File: src/rtl/demux_pkg.sv
// Shared types for the registered 1-to-4 demultiplexer.
package demux_pkg;
   localparam int N_CH = 4;

   typedef logic [1:0] sel_t;

   typedef enum logic {EMPTY, FULL} slot_state_t;
endpackage

File: src/rtl/demux_slot.sv
// Single-entry output buffer: one data register plus EMPTY/FULL state with a
// valid/ready drain side. Load is only asserted by the top when the slot can take it.
module demux_slot
   import demux_pkg::*;
#(
   parameter int WIDTH = 4
) (
   input  logic             clk,
   input  logic             rst,
   input  logic             load,
   input  logic             ready,
   input  logic [WIDTH-1:0] din,
   output logic [WIDTH-1:0] dout,
   output logic             valid
);

   slot_state_t state;
   slot_state_t state_next;

   always_ff @(posedge clk or posedge rst) begin
      if (rst) begin
         state <= EMPTY;
         dout  <= '0;
      end else begin
         state <= state_next;
         if (load) begin
            dout <= din;
         end
      end
   end

   // A load while FULL always coincides with a drain, so the slot stays FULL.
   always_comb begin
      state_next = state;
      case (state)
         EMPTY:   if (load) state_next = FULL;
         FULL:    if (ready && !load) state_next = EMPTY;
         default: state_next = EMPTY;
      endcase
   end

   assign valid = (state == FULL);

endmodule

File: src/rtl/demux_1_4.sv
// Registered 1-to-4 demultiplexer: routes din into one of four single-entry
// channel buffers chosen by selector, and counts accepted input words.
module demux_1_4
   import demux_pkg::*;
#(
   parameter int WIDTH = 4,
   parameter int CNT_W = 8
) (
   input  logic             clk,
   input  logic             rst,
   input  logic [1:0]       selector,
   input  logic [WIDTH-1:0] din,
   input  logic             in_valid,
   output logic             in_ready,
   output logic [WIDTH-1:0] A,
   output logic [WIDTH-1:0] B,
   output logic [WIDTH-1:0] C,
   output logic [WIDTH-1:0] D,
   output logic [3:0]       out_valid,
   input  logic [3:0]       out_ready,
   output logic [CNT_W-1:0] accepted
);

   sel_t             sel;
   logic             xfer;
   logic [N_CH-1:0]  load;
   logic [WIDTH-1:0] slot_data [N_CH];

   assign sel = sel_t'(selector);

   // Only the addressed slot can stall the input.
   assign in_ready = !out_valid[sel] || out_ready[sel];
   assign xfer     = in_valid && in_ready;

   for (genvar i = 0; i < N_CH; i++) begin : g_slot
      assign load[i] = xfer && (sel == sel_t'(i));

      demux_slot #(
         .WIDTH (WIDTH)
      ) u_slot (
         .clk   (clk),
         .rst   (rst),
         .load  (load[i]),
         .ready (out_ready[i]),
         .din   (din),
         .dout  (slot_data[i]),
         .valid (out_valid[i])
      );
   end

   assign A = slot_data[0];
   assign B = slot_data[1];
   assign C = slot_data[2];
   assign D = slot_data[3];

   always_ff @(posedge clk or posedge rst) begin
      if (rst) begin
         accepted <= '0;
      end else if (xfer) begin
         accepted <= accepted + 1'b1;
      end
   end

endmodule

File: config.mk
export PLATFORM = sky130hd
export DESIGN_NAME = demux_1_4
export DESIGN_NICKNAME = d
export VERILOG_FILES = /design/src/rtl/demux_pkg.sv /design/src/rtl/demux_slot.sv /design/src/rtl/demux_1_4.sv
export SDC_FILE = /design/constraint.sdc
export NUM_CORES = 1
export LEC_CHECK = 0
export CAP_MARGIN = 15
export CORE_MARGIN = 2
export CORE_UTILIZATION = 40
export DETAILED_ROUTE_END_ITERATION = 10
export PLACE_DENSITY = 0.72
export SYNTH_ARGS = -nofsm -noshare
export SYNTH_HDL_FRONTEND = slang
export SYNTH_SLANG_ARGS = --single-unit
File: constraint.sdc
create_clock -name clk -period 4.6 [get_ports clk]
set_input_delay 0.92 -clock clk [delete_from_list [all_inputs] [get_ports clk]]
set_output_delay 0.92 -clock clk [all_outputs]
set_load 0.01 [all_outputs]
==> metrics.txt <==
setup TNS=0 ns; router iterations before antenna repair=7; run status=finished with violations; failing checks=DRC; Setup Skew=0.003323 ns; syn_nets=103; final WL=2.459 mm; Post-Syn Area=0.001200 mm²; RSZ-0062 raised after global routing=no; Routed Antenna Nets=0; Synth Register Bits=28; Area growth, synth to finish=38.69%; fraction of layout cells with a size suffix above 1=18.60%; Post-CTS Setup Bufs=0; critical path cell sequence=clkdlybuf4s50_1 -> mux4_2 -> clkdlybuf4s50_1; Worst R2R Setup Slack=2.99 ns; critical path class=in2out; Final Wtd Congestion=0.7826; fill cell count=253; number of max-cap violations=0; leak pwr=0.7096 nW; Rows=19; Clock Path Buffers=2; Nets=145; synthesized instance count=89; IR drop worst, VDD=215.1 µV; die height=58.77 µm; Post-CTS Resized=0; DRT iter0 DRCs=12; Crit path required time=3.68 ns; period utilization=78.21%; first-pass GRT wire length=3.981 mm; via count=817; Slew headroom=68.95%; final setup vio count=0; Data arrival, critical path=2.68 ns; Min-Delay Path Class=reg2reg; total power=725.5 µW; terminus of the critical flop-to-flop path=accepted[1]$_DFFE_PP0P_; worst-skew pair later-pin latency=0.31 ns; vias in the first global route=863; Power Dens Cells=436.0 mW/mm²; antenna fix cells=0; maximum fanout along the worst path=8; HP Start=accepted[7]$_DFFE_PP0P_; largest net degree at the start of global routing=29; # H-tree levels=1; slowest CP cell=mux4_2; Die Span X=58.77 µm; drt drc=2; PortBufs=41; CP endpoint kind=primary output; core area=0.002805 mm²; initial antenna violation count=0; drt via density=5.106; Worst Setup SP=selector[1]; fmax=0.2780 GHz; CTS tree=done; Post-Syn Area per Cell=13.48 µm²; initial core utilization=42.77%; grt total ovfl=0; DIE AREA=0.003454 mm²; Hold Path Cell Cnt=1; CTS buffer count=3; Slowest Stage Delay on Critical Path=0.64 ns; Slew Limit Fails=0; Final Hold Violating Endpoints=0; Crit path top cell by count=clkdlybuf4s50_1; min Tclk post-route=3.597 ns; worst-case reg-to-reg path depth=4; clk root buf=clkbuf_4; register area share after synthesis=58.39%; Distinct cells, synth=21; worst slew pin tran=0.4653 ns; CP Launch Type=primary input; commonest cells after routing, fill and taps aside=41 x clkdlybuf4s50_1, 28 x dfrtp_1, 16 x mux2_2, 7 x nand3_1, 7 x xnor2_1; # hold bufs at CTS=0; clk sink count=28; most common cell after layout, fill and taps aside=clkdlybuf4s50_1; routed len/inst=15.37 µm; Ports=42; Reg clk slew, reported paths=0.13 ns; Worst R2R Start=g_slot[0].u_slot.valid$_DFF_PP0_; total track usage=15.12%; worst hold endpoint=accepted[7]$_DFFE_PP0P_; HPWL Detailed=1.883 mm; YS warnings=0
[synthesized netlist by cell type, drive strengths merged]
library cell  count  area share, %
nand2             5            1.8
buf               5            2.9
nor2              2           0.63
nand3             7            2.9
ha                1            1.0
xnor2             7            5.1
and4              2            1.5
mux4              1            1.9
mux2             17             16
inv               1           0.31
nand4             1           0.52
dfrtp            28             58
nor2b             1           0.52
nor3b             1           0.63
and3              4            2.1
o21ai             2           0.83
nand2b            4            2.7
[kinds of logic (layout without fill, tap and decap cells)]
family	count (synthesis)	in the layout	share of synthesized area, %
simple gates	27	27	13.24
compound gates	2	2	0.8342
xor+xnor	7	7	5.110
mux	18	18	18.14
fa+ha+maj	1	1	1.043
buf+inv	6	46	3.232
flops	28	28	58.39
[layer usage]
layer / vias to the layer above / global-route usage, % / wire [µm]
li1: 386 / - / -
met1: 404 / 20.71 / 1056
met2: 25 / 24.76 / 1229
met3: 2 / 3.516 / 154
met4: 0 / 2.922 / 19
met5: - / 0 / 0
[power breakdown]
part	switching, mW	internal [mW]	leakage (nW)
combinational	0.0984	0.175	0.354
clock	0.0629	0.0305	0.0138
sequential	0.0519	0.306	0.342
[layout make-up]
cell class | count | area (µm²) | area share, %
Tap cell | 31 | 38.79 | 2.331
Sequential cell | 28 | 700.7 | 42.11
Timing Repair Buffer | 42 | 437.9 | 26.32
Inverter | 1 | 3.754 | 0.2256
Multi-Input combinational cell | 55 | 460.4 | 27.67
Clock buffer | 3 | 22.52 | 1.353
[worst max path at each step]
stage / slack [ns] / to / depth (start not counted)
2_1_floorplan: 2.06 / in_ready / 2
3_3_place_gp: 1.04 / in_ready / 3
4_1_cts: 0.98 / in_ready / 3
6_report: 1.00 / in_ready / 3
3_5_place_dp: 0.99 / in_ready / 3
5_1_grt: 0.92 / in_ready / 3
[metrics by stage]
stage	utilization, %	instances	instance area, µm²	setup WS, ns	hold slack (ns)
5_1_grt	59.32	160	1664	0.9242	0.5086
4_1_cts	58.34	159	1637	0.9815	0.4887
2_1_floorplan	-	89	1200	2.059	0.4813
6_report	59.32	160	1664	1.003	0.4821
3_3_place_gp	57.54	156	1614	1.043	0.4608
3_5_place_dp	57.54	156	1614	0.9868	0.4702
[critical path: cells and delay by family]
family	cells	cell delay [ns]
buffers and inverters	2	1.11
multiplexers	1	0.64
[state kept, by name (all words and copies together), names as in the netlist]
register / cells
g_slot.u_slot.valid: 4
g_slot.u_slot.dout: 16
accepted: 8
(Power assumes the default switching activity.)
